--- config.mk ---
export PLATFORM = sky130hd
export DESIGN_NAME = piso_serial_tx
export DESIGN_NICKNAME = d
export VERILOG_FILES = /design/src/rtl/serial_pkg.sv /design/src/rtl/bit_timer.sv /design/src/rtl/piso_serial_tx.sv
export SDC_FILE = /design/constraint.sdc
export NUM_CORES = 1
export LEC_CHECK = 0
export CAP_MARGIN = 20
export CORE_UTILIZATION = 50
export DETAILED_ROUTE_END_ITERATION = 10
export PLACE_DENSITY = 0.79
export SETUP_SLACK_MARGIN = 0.3
export SYNTH_ARGS = -nofsm -noshare
export SYNTH_HDL_FRONTEND = slang
export SYNTH_SLANG_ARGS = --single-unit
export TNS_END_PERCENT = 1
--- constraint.sdc ---
create_clock -name clk -period 5.8 [get_ports clk]
set_input_delay 0.58 -clock clk [delete_from_list [all_inputs] [get_ports clk]]
set_output_delay 0.58 -clock clk [all_outputs]
set_load 0.02 [all_outputs]
--- src/rtl/serial_pkg.sv ---
// Shared definitions for the single-bit serial link: frame state encoding,
// line-level constants and the width helper used by transmitter and receiver.
package serial_pkg;

    typedef enum logic [1:0] {
        IDLE  = 2'd0,
        START = 2'd1,
        DATA  = 2'd2,
        STOP  = 2'd3
    } state_e;

    localparam logic START_BIT = 1'b0;
    localparam logic STOP_BIT  = 1'b1;

    // Ceiling log2; returns 0 for values of 0 or 1.
    function automatic int clog2(input int value);
        int result;
        result = 0;
        for (int v = value - 1; v > 0; v = v >> 1) begin
            result = result + 1;
        end
        return result;
    endfunction

endpackage

--- src/rtl/bit_timer.sv ---
// Bit-period timer: counts 0..CLKS_PER_BIT-1 and flags the last cycle of each
// bit. Held at zero while clear is high so a new bit always starts a full period.
module bit_timer
    import serial_pkg::*;
#(
    parameter int CLKS_PER_BIT = 4
) (
    input  logic clk,
    input  logic rst,
    input  logic clear,
    output logic tick
);

    localparam int TW = (clog2(CLKS_PER_BIT) > 1) ? clog2(CLKS_PER_BIT) : 1;
    localparam logic [TW-1:0] LAST_CNT = TW'(CLKS_PER_BIT - 1);
    localparam logic [TW-1:0] CNT_ONE  = TW'(32'd1);

    logic [TW-1:0] cnt_q;
    logic [TW-1:0] cnt_d;

    // Next count: hold at zero when cleared, wrap at the end of a bit period.
    always_comb begin
        cnt_d = cnt_q;
        if (clear) begin
            cnt_d = '0;
        end else if (cnt_q == LAST_CNT) begin
            cnt_d = '0;
        end else begin
            cnt_d = cnt_q + CNT_ONE;
        end
    end

    // Count register.
    always_ff @(posedge clk or posedge rst) begin
        if (rst) begin
            cnt_q <= '0;
        end else begin
            cnt_q <= cnt_d;
        end
    end

    assign tick = !clear && (cnt_q == LAST_CNT);

endmodule

--- src/rtl/piso_serial_tx.sv ---
// Framed parallel-in serial-out transmitter: start bit, DATA_W data bits LSB
// first, stop bit, each held CLKS_PER_BIT cycles. All outputs are registered.
module piso_serial_tx
    import serial_pkg::*;
#(
    parameter int DATA_W       = 8,
    parameter int CLKS_PER_BIT = 4
) (
    input  logic              clk,
    input  logic              rst,
    input  logic [DATA_W-1:0] din,
    input  logic              din_valid,
    output logic              din_ready,
    output logic              sout,
    output logic              busy,
    output logic              done
);

    localparam int BW = clog2(DATA_W);
    localparam logic [BW-1:0] LAST_BIT = BW'(DATA_W - 1);
    localparam logic [BW-1:0] BIT_ONE  = BW'(32'd1);

    state_e            state_q, state_d;
    logic [DATA_W-1:0] shreg_q, shreg_d;
    logic [BW-1:0]     bitcnt_q, bitcnt_d;
    logic              sout_q, sout_d;
    logic              ready_q, ready_d;
    logic              busy_q, busy_d;
    logic              done_q, done_d;
    logic              tick_s;
    logic              timer_clear_s;

    assign timer_clear_s = (state_q == IDLE);

    bit_timer #(
        .CLKS_PER_BIT(CLKS_PER_BIT)
    ) u_bit_timer (
        .clk  (clk),
        .rst  (rst),
        .clear(timer_clear_s),
        .tick (tick_s)
    );

    // Frame sequencing; every output is computed one cycle ahead and registered.
    always_comb begin
        state_d  = state_q;
        shreg_d  = shreg_q;
        bitcnt_d = bitcnt_q;
        sout_d   = sout_q;
        ready_d  = ready_q;
        busy_d   = busy_q;
        done_d   = 1'b0;
        case (state_q)
            IDLE: begin
                sout_d  = STOP_BIT;
                ready_d = 1'b1;
                busy_d  = 1'b0;
                if (din_valid && ready_q) begin
                    shreg_d  = din;
                    bitcnt_d = '0;
                    state_d  = START;
                    sout_d   = START_BIT;
                    ready_d  = 1'b0;
                    busy_d   = 1'b1;
                end else begin
                    state_d = IDLE;
                end
            end
            START: begin
                if (tick_s) begin
                    state_d = DATA;
                    sout_d  = shreg_q[0];
                    shreg_d = {1'b0, shreg_q[DATA_W-1:1]};
                end else begin
                    state_d = START;
                end
            end
            DATA: begin
                if (tick_s) begin
                    if (bitcnt_q == LAST_BIT) begin
                        state_d  = STOP;
                        sout_d   = STOP_BIT;
                        bitcnt_d = '0;
                    end else begin
                        // Line already carries the old bit 0; present the next one.
                        sout_d   = shreg_q[0];
                        shreg_d  = {1'b0, shreg_q[DATA_W-1:1]};
                        bitcnt_d = bitcnt_q + BIT_ONE;
                    end
                end else begin
                    state_d = DATA;
                end
            end
            STOP: begin
                if (tick_s) begin
                    state_d = IDLE;
                    done_d  = 1'b1;
                    ready_d = 1'b1;
                    busy_d  = 1'b0;
                    sout_d  = STOP_BIT;
                end else begin
                    state_d = STOP;
                end
            end
            default: begin
                state_d  = IDLE;
                sout_d   = STOP_BIT;
                ready_d  = 1'b0;
                busy_d   = 1'b0;
                bitcnt_d = '0;
            end
        endcase
    end

    // State and output registers; reset forces an idle-high line with no frame.
    always_ff @(posedge clk or posedge rst) begin
        if (rst) begin
            state_q  <= IDLE;
            shreg_q  <= '0;
            bitcnt_q <= '0;
            sout_q   <= STOP_BIT;
            ready_q  <= 1'b0;
            busy_q   <= 1'b0;
            done_q   <= 1'b0;
        end else begin
            state_q  <= state_d;
            shreg_q  <= shreg_d;
            bitcnt_q <= bitcnt_d;
            sout_q   <= sout_d;
            ready_q  <= ready_d;
            busy_q   <= busy_d;
            done_q   <= done_d;
        end
    end

    assign din_ready = ready_q;
    assign sout      = sout_q;
    assign busy      = busy_q;
    assign done      = done_q;

endmodule

==> results of run 1 <==
-- stage by stage --
stage	util (%)	power (mW)
after floorplan	-	0.392
after global placement	61.7	0.447
after detailed placement	61.7	0.455
after CTS	63.0	0.522
after global routing	63.0	0.554
final	63.0	0.516
-- metal layers --
metal / up-vias / share of wire [%] / GRT usage [%] / wire length (microns)
met5: - / 0 / 0 / 0
met4: 0 / 0.68 / 6.67 / 12
met3: 2 / 3.2 / 4.07 / 56
met2: 9 / 47 / 30.1 / 818
met1: 332 / 49 / 23.0 / 868
li1: 357 / - / - / -
-- sequential cells by signal, summed over array words and instances (netlist names) --
register	cells
done	1
busy	1
sout	1
shreg_q	8
u_bit_timer.cnt_q	2
bitcnt_q	3
state_q	2
din_ready	1
-- critical path, stage by stage, from the launching register on --
cell	delay (ns)
dfrtp_1	0.40
inv_1	0.10
ha_1	0.35
nand2b_1	0.32
a221oi_4	0.54
mux2_2	0.40
-- power by group --
| part | switching [mW] | total (mW) | internal, mW |
|---|---|---|---|
| registers | 0.0271 | 0.211 | 0.184 |
| clock network | 0.0393 | 0.0660 | 0.0267 |
| logic | 0.105 | 0.239 | 0.133 |
| total | 0.172 | 0.516 | 0.344 |
-- cell families after synthesis --
| group | after synthesis | synth area share [%] |
|---|---|---|
| and+or+nand+nor | 25 | 14.3 |
| DFF | 19 | 44.7 |
| muxes | 16 | 16.8 |
| AOI/OAI and AO/OA | 15 | 11.0 |
| buffers and inverters | 9 | 3.87 |
| adders and majority gates | 8 | 9.38 |
-- worst paths after layout --
kind	from	endpoint	depth (start not counted)	slack [ns]
max in group asynchronous	rst	shreg_q[4]$_DFFE_PP0P_	2	4.64
min reg2reg	u_bit_timer.cnt_q[0]$_DFF_PP0_	u_bit_timer.cnt_q[0]$_DFF_PP0_	1	0.45
max	state_q[0]$_DFFE_PP0P_	shreg_q[7]$_DFFE_PP0P_	5	3.59
min in group asynchronous	rst	bitcnt_q[2]$_DFFE_PP0P_	2	0.70
max reg2reg	state_q[0]$_DFFE_PP0P_	shreg_q[7]$_DFFE_PP0P_	5	3.59
min	u_bit_timer.cnt_q[0]$_DFF_PP0_	u_bit_timer.cnt_q[0]$_DFF_PP0_	1	0.45
-- cell type report --
class                      count  area (sq um)  area share, %
tap                           27          33.8           2.71
multi-input combinational     64           549           44.0
sequential                    19           477           38.2
timing repair buffer          14           140           11.2
inverter                       6          22.5           1.80
clock buffer                   4          26.3           2.10
-- cells in the final DEF (no fill, tap or decap), types with 3 or more instances in the layout --
cell,n
ha_1,8
nor2b_1,3
clkdlybuf4s50_1,14
clkbuf_4,3
mux2_2,15
dfrtp_1,18
nand3_1,3
inv_1,6
o21ai_0,4
nand2b_1,3
nor2_1,4
==> qor.yml, run 1 <==
pwr:
  irDropWorstVdd_uv: 256
  leakage_nw: 0.547
  powerDensity_mw_per_mm2: 413
final_layout:
  finish.instance_area_sq_mm: 0.00125
  diodes: 0
  synthToLayoutAreaGrowth_pct: 17.0
  final_nets: 127
  layout-drive-gt1-share_pct: 22.4
  final_cells: 134
  nFillCells: 169
logic_synthesis:
  syn_area_per_cell_sq_um: 11.6
  synth_commonest_cells: "dfrtp_1, mux2_2, ha_1"
  syn_inst: 92
  synth_edf_count: 0
  ys_warn_count: 0
  async_reset_ff_share_pct: 100
  synth_seq_area_share_pct: 44.7
  synth_top_cells_by_area: "dfrtp_1, mux2_2, ha_1"
  yosys.area.top_type: "dfrtp_1"
  synth_area_sq_mm: 0.00107
  synth_cell_types: 31
  synth-seq-cells: 19
  synth_top_cell_area_share_pct: 42.2
  yosysMostFrequentCell: "dfrtp_1"
  ys.flop_type: "dfrtp_1"
  mappedNetlistNets: 111
global_route:
  grt_pass1_wl_mm: 2.85
  grt_usage_pct: 18.1
  gr-total-overflow: 0
  grt_pass1_vias: 662
  antenna_found_initial: 0
  grt_max_degree: 20
cts:
  clk_pin_slew_worst_paths_ns: 0.10
  postCtsHoldBufs: 0
  cts_max_level: 1
  cts_resized: 0
  clkSinkCount: 19
  numCtsBuffers: 3
  clk_path_buf_depth: 2
  cts_tree: "built"
  clock_latency_ns: 0.29
  root_buffer: "clkbuf_4"
  cts_setup_buffers: 0
critical_path:
  critPathKind: "flop to flop"
  arrival_ns: 2.38
  cp.required_ns: 5.98
  start_kind: "flop"
  critPathMaxFanout: 11
  crit_path_end_kind: "flop"
timing:
  whs_ns: 0.452
  rsz0062_at_grt: "false"
  finalClockSkew_ns: 0.0109
  worst_pin_slew_ns: 0.723
  fin_ws_ns: 3.59
  hold_violations: 0
  min_period_ns: 2.21
  setup_viol: 0
  clock.fmax_ghz: 0.453
  slew_headroom_pct: 51.8
  fin_tns_setup_ns: 0
  slew_viol_final: 0
  post-route-period-util_pct: 38.0
placed_design:
  dp_cells: 130
  io_buffers: 14
  dp_slack_ns: 3.61
  post_dp_cell_area_sq_mm: 0.00122
  gp_congestion: 0.749
  hpwlAfterDp_mm: 1.32
die:
  die_x_microns: 48.2
  boundaryPins: 15
  die_area_sq_mm: 0.00232
  initial_core_util_pct: 53.9
  rows: 16
  core-area_sq_mm: 0.00198
  die_y_microns: 48.2
routing:
  wl_per_cell_microns: 13.1
  drtIter0Drc: 9
  via_per_inst: 5.22
  drtPass1Iterations: 4
  drtAntennaViolNets: 0
  routed_wl_mm: 1.76
  drc: 0
  via_count: 700
status:
  outcome: "completed"
run:
  maxCapViolations: 0
min_path:
  hold_class: "flop to flop"
No activity file was read; power rests on OpenSTA's default activity.
==> run 2, diff against run 1 <==
==> constraint.sdc (replaced) <==
create_clock -name clk -period 2.2 [get_ports clk]
set_input_delay 0.22 -clock clk [delete_from_list [all_inputs] [get_ports clk]]
set_output_delay 0.22 -clock clk [all_outputs]
set_load 0.02 [all_outputs]
==> qor.yml, run 2 (synthesis results as in run 1) <==
status:
  outcome: "completed"
critical_path:
  critPathMaxFanout: 6  # -5
  cp.required_ns: 2.40  # -3.58 ns
  crit_path_end_kind: "flop"
  arrival_ns: 2.12  # -0.26 ns
  start_kind: "flop"
  critPathKind: "flop to flop"
final_layout:
  final_nets: 133  # +4.7%
  layout-drive-gt1-share_pct: 34.5  # +12 points
  diodes: 0  # unchanged
  nFillCells: 147  # -13%
  layout_commonest_cell: "dfrtp_1"
  regMostFlops: "shreg_q"
  synthToLayoutAreaGrowth_pct: 23.7
  final_cells: 140  # +4.5%
  utilization_pct: 66.6  # +3.6 points
  most-common-layout-cells: "dfrtp_1, mux2_2, clkdlybuf4s50_1"
  largest_register_ffs: 8  # unchanged
  reg_top3: "shreg_q: 8 flops, bitcnt_q: 3 flops"
timing:
  hold_violations: 0  # unchanged
  slew_headroom_pct: 51.2  # -0.57 points
  fin_ws_ns: 0.281  # -3.31 ns
  clock.fmax_ghz: 0.521  # +15%
  post-route-period-util_pct: 87.2  # +49 points
  min_period_ns: 1.92  # -0.287 ns
  rsz0062_at_grt: "true"
  slew_viol_final: 0  # unchanged
  setup_viol: 0  # unchanged
  finalClockSkew_ns: 0.00141  # -0.00944 ns
  worst_pin_slew_ns: 0.731  # +0.00850 ns
  fin_tns_setup_ns: 0  # unchanged
global_route:
  grt_pass1_vias: 724  # +9.4%
  grt_max_degree: 20  # unchanged
  antenna_found_initial: 0  # unchanged
  gr-total-overflow: 0  # unchanged
  grt_pass1_wl_mm: 3.26  # +14%
  grt_usage_pct: 21.4  # +3.2 points
cts:
  clk_path_buf_depth: 2  # unchanged
  postCtsHoldBufs: 0  # unchanged
  numCtsBuffers: 3  # unchanged
  clkSinkCount: 19  # unchanged
  cts_max_level: 1  # unchanged
  clock_latency_ns: 0.30  # about the same
  clk_pin_slew_worst_paths_ns: 0.11  # about the same
  cts_tree: "built"
  root_buffer: "clkbuf_4"
die:
  boundaryPins: 15  # unchanged
  core-area_sq_mm: 0.00198  # unchanged
  rows: 16  # unchanged
  die_area_sq_mm: 0.00232  # unchanged
  initial_core_util_pct: 53.9  # unchanged
  die_y_microns: 48.2  # unchanged
  die_x_microns: 48.2  # unchanged
min_path:
  hold_class: "input pin to asynchronous set/reset pin"
routing:
  via_per_inst: 5.35  # +2.4%
  wl_per_cell_microns: 14.6  # +11%
  drtPass1Iterations: 6  # +2
  drc: 0  # unchanged
  drtIter0Drc: 9  # unchanged
  via_count: 749  # +7.0%
  routed_wl_mm: 2.04  # +16%
  drtAntennaViolNets: 0  # unchanged
placed_design:
  gp_congestion: 0.726  # -3.1%
  dp_cells: 132  # +1.5%
  dp_slack_ns: 0.182  # -3.43 ns
  io_buffers: 14  # unchanged
  hpwlAfterDp_mm: 1.47  # +12%
run:
  maxCapViolations: 0  # unchanged
pwr:
  leakage_nw: 0.567  # +3.6%
  irDropWorstVdd_uv: 656  # +160%
  powerDensity_mw_per_mm2: 1110  # +170%
  p_total_mw: 1.47  # +190%
[run 2: cell count changes in the layout (fill, tap and decap cells not counted), moves of 2 or more]
cell	previous run	this run
inv_1	6	4
inv_2	0	2
buf_6	0	2
ha_2	0	5
ha_1	8	3
buf_4	0	4
[run 2: layout make-up]
cell class                 count  area, sq um  area share [%]
clock buffer                   3         22.5            1.71
clock inverter                 1         7.51           0.569
inverter                       6         22.5            1.71
multi-input combinational     64          564            42.7
sequential                    19          477            36.1
tap                           27         33.8            2.56
timing repair buffer          20          193            14.6
[run 2: critical path, stage by stage, from the launching register on]
cell,delay (ns)
dfrtp_1,0.43
inv_2,0.08
ha_2,0.20
or2_4,0.25
a221oi_4,0.33
buf_6,0.18
mux2_2,0.34
[run 2: power by group]
part           internal (mW)  leakage [nW]  switching, mW  total [mW]
logic                  0.408         0.316          0.317       0.725
registers              0.485         0.237         0.0756       0.561
clock network         0.0693        0.0139          0.117       0.186
[run 2: what timing repair did]
item,in CTS,in global routing
resized for setup,2,8
endpoints found under the hold margin,0,0
setup buffers,3,1
setup endpoints to repair,8,10
pin swaps,0,1
[run 2: path summary, 6_finish.rpt]
kind,startpoint,to,slack [ns],cells past startpoint
max,state_q[1]$_DFFE_PP0P_,shreg_q[6]$_DFFE_PP0P_,0.28,6
min,rst,state_q[0]$_DFFE_PP0P_,0.32,2
max reg2reg,state_q[1]$_DFFE_PP0P_,shreg_q[6]$_DFFE_PP0P_,0.28,6
min reg2reg,u_bit_timer.cnt_q[0]$_DFF_PP0_,u_bit_timer.cnt_q[0]$_DFF_PP0_,0.44,1
max in group asynchronous,rst,bitcnt_q[1]$_DFFE_PP0P_,1.42,2
min in group clk,u_bit_timer.cnt_q[0]$_DFF_PP0_,u_bit_timer.cnt_q[0]$_DFF_PP0_,0.44,1
[run 2: metrics by stage]
stage               hold WS, ns  area, sq um
detailed placement        0.432         1240
floorplan                 0.170         1070
global route              0.379         1320
global placement          0.425         1240
CTS                       0.337         1300
finish                    0.320         1320
[run 2: metal layers]
metal | track usage [%] | up-vias | routed length, microns
li1 | - | 369 | -
met1 | 25.6 | 362 | 878
met2 | 34.7 | 14 | 1060
met3 | 6.30 | 4 | 67
met4 | 11.1 | 0 | 31
met5 | 0 | - | 0
==> run 3, diff against run 2 <==
--- a/config.mk
+++ b/config.mk
@@ -5,6 +5,7 @@
 export SDC_FILE = /design/constraint.sdc
 export NUM_CORES = 1
 export LEC_CHECK = 0
+export ABC_AREA = 1
 export CAP_MARGIN = 20
 export CORE_UTILIZATION = 50
 export DETAILED_ROUTE_END_ITERATION = 10
==> qor.yml, run 3 <==
cts:
  cts_max_level: 1  # unchanged
  clock_latency_ns: 0.29  # about the same
  clk_path_buf_depth: 2  # unchanged
  cts_setup_buffers: 0  # -3
  cts_tree: "built"
  postCtsHoldBufs: 0  # unchanged
  clkSinkCount: 19  # unchanged
  clk_pin_slew_worst_paths_ns: 0.11  # about the same
  cts_resized: 0  # -2
  root_buffer: "clkbuf_4"
  numCtsBuffers: 3  # unchanged
routing:
  via_per_inst: 5.22  # -2.3%
  routed_wl_mm: 1.97  # -3.6%
  via_count: 883  # +18%
  drc: 0  # unchanged
  drtIter0Drc: 24  # +15
  drtAntennaViolNets: 0  # unchanged
  drtPass1Iterations: 4  # -2
  wl_per_cell_microns: 11.6  # -20%
timing:
  finalClockSkew_ns: 0.00180  # +0.000387 ns
  whs_ns: 0.323  # +0.00388 ns
  setup_viol: 0  # unchanged
  slew_headroom_pct: 53.1  # +1.9 points
  min_period_ns: 1.67  # -0.254 ns
  clock.fmax_ghz: 0.601  # +15%
  rsz0062_at_grt: "false"
  hold_violations: 0  # unchanged
  fin_ws_ns: 0.535  # +0.254 ns
  slew_viol_final: 0  # unchanged
  fin_tns_setup_ns: 0  # unchanged
  worst_pin_slew_ns: 0.703  # -0.0281 ns
  post-route-period-util_pct: 75.7  # -12 points
pwr:
  p_total_mw: 1.54  # +4.6%
  switchingPower_uw: 664  # +30%
  swShare_pct: 43.2  # +8.6 points
  p_clk_share_pct: 11.5  # -1.1 points
  power_frac_comb_pct: 51.9  # +2.7 points
  intPower_uw: 874  # -9.1%
  leakage_nw: 0.601  # +6.0%
  p_seq_share_pct: 36.6  # -1.5 points
  irDropWorstVdd_uv: 655  # -0.15%
  powerDensity_mw_per_mm2: 1220  # +9.3%
final_layout:
  synthToLayoutAreaGrowth_pct: 17.2
  regMostFlops: "shreg_q"
  final_nets: 162  # +22%
  layout_commonest_cell: "nand2_1"
  diodes: 0  # unchanged
  reg_top3: "shreg_q: 8 flops, bitcnt_q: 3 flops"
  layout-drive-gt1-share_pct: 19.7  # -15 points
  most-common-layout-cells: "nand2_1, dfrtp_1, clkdlybuf4s50_1"
  largest_register_ffs: 8  # unchanged
  utilization_pct: 63.1  # -3.5 points
logic_synthesis:
  synth_top_cell_area_share_pct: 41.8  # -0.39 points
  synth_top_cells_by_area: "dfrtp_1, nand2_1, ha_1"
  synth_area_sq_mm: 0.00108  # +0.94%
  synth-seq-cells: 19  # unchanged
  yosysMostFrequentCell: "nand2_1"
  synth_seq_area_share_pct: 44.3  # -0.42 points
  async_reset_ff_share_pct: 100  # unchanged
  mappedNetlistNets: 144  # +30%
  synth_commonest_cells: "nand2_1, dfrtp_1, o21ai_0"
  syn_area_per_cell_sq_um: 8.62  # -26%
  ys.flop_type: "dfrtp_1"
  synth_edf_count: 0  # unchanged
  ys_warn_count: 0  # unchanged
  synth_cell_types: 20  # -35%
  yosys.area.top_type: "dfrtp_1"
  syn_inst: 125  # +36%
global_route:
  antenna_found_initial: 0  # unchanged
  grt_pass1_wl_mm: 3.44  # +5.7%
  grt_usage_pct: 18.7  # -2.7 points
  grt_max_degree: 20  # unchanged
  gr-total-overflow: 0  # unchanged
  grt_pass1_vias: 845  # +17%
die:
  die_x_microns: 48.4  # +0.45%
  die_y_microns: 48.4  # +0.45%
  initial_core_util_pct: 53.8  # about the same
  rows: 16  # unchanged
  die_area_sq_mm: 0.00234  # +0.89%
  core-area_sq_mm: 0.00200  # +1.0%
  boundaryPins: 15  # unchanged
placed_design:
  io_buffers: 14  # unchanged
  gp_congestion: 0.958  # +32%
  dp_slack_ns: 0.568  # +0.386 ns
  hpwlAfterDp_mm: 1.52  # +3.1%
status:
  outcome: "completed"
critical_path:
  slowest_stage: "clkdlybuf4s50_1"
  cp_cell_sequence: "clkdlybuf4s50_1"
  critPathKind: "flop to output port"
  critPathMaxStageDelay_ns: 0.60  # +0.17 ns
  cp.required_ns: 1.98  # -0.42 ns
  start_kind: "flop"
  arrival_ns: 1.45  # -0.67 ns
  crit_buf_inv: 1  # -1
  critPathMaxFanout: 2  # -4
  crit_path_end_kind: "output port"
  r2r_slack_ns: 0.57  # +0.29 ns
  cpLargestDelayFamily: "buffers and inverters"
min_path:
  hold_class: "input pin to asynchronous set/reset pin"
run:
  maxCapViolations: 0  # unchanged
run 3: power by group through the flow:
stage	sequential [mW]	combinational (mW)	clock, mW
final	0.563	0.798	0.177
after global routing	0.577	0.885	0.195
after CTS	0.564	0.806	0.183
after detailed placement	0.569	0.805	0
after global placement	0.565	0.775	0
after floorplan	0.586	0.615	0
run 3: layout make-up:
| cell class | count | area (sq um) |
|---|---|---|
| fill | 180 | 739 |
| multi-input combinational | 94 | 544 |
| sequential | 19 | 477 |
| timing repair buffer | 14 | 140 |
| inverter | 11 | 41.3 |
| tap | 27 | 33.8 |
| clock buffer | 4 | 26.3 |
run 3: final timing paths:
path | start | end | cells after the start
setup reg to reg | state_q[0]$_DFFE_PP0P_ | shreg_q[7]$_DFFE_PP0P_ | 8
max in group asynchronous | rst | state_q[0]$_DFFE_PP0P_ | 2
hold / removal | rst | bitcnt_q[2]$_DFFE_PP0P_ | 2
hold reg to reg | u_bit_timer.cnt_q[0]$_DFF_PP0_ | u_bit_timer.cnt_q[0]$_DFF_PP0_ | 1
setup / recovery | sout$_DFFE_PP1P_ | sout | 1
min in group clk | u_bit_timer.cnt_q[0]$_DFF_PP0_ | u_bit_timer.cnt_q[0]$_DFF_PP0_ | 1
run 3: cell families after synthesis:
kind of cell | Yosys count | synth area share (%)
flip-flops | 19 | 44.3
AO/OA/AOI/OAI | 26 | 15.4
adder cells (fa/ha/maj) | 8 | 9.29
AND/OR/NAND/NOR | 60 | 25.8
buffers and inverters | 12 | 5.23
run 3: metal layers:
layer | global-route usage (%) | wire length (microns)
met4 | 7.84 | 23
met3 | 1.89 | 95
met1 | 22.6 | 871
met2 | 33.8 | 977
met5 | 0 | 0
run 3: worst register-to-register path: cells and delay by family (launching register included):
family	cells	cell delay (ns)
compound gates	1	0.06
buf+inv	2	0.22
fa+ha+maj	1	0.28
flops	1	0.41
simple gates	4	0.56
run 3: through the flow:
step / cell area (sq um) / cells
3_5_place_dp: 1240 / 165
4_1_cts: 1260 / 169
6_report: 1260 / 169
3_3_place_gp: 1240 / 165
2_1_floorplan: 1080 / 125
5_1_grt: 1260 / 169
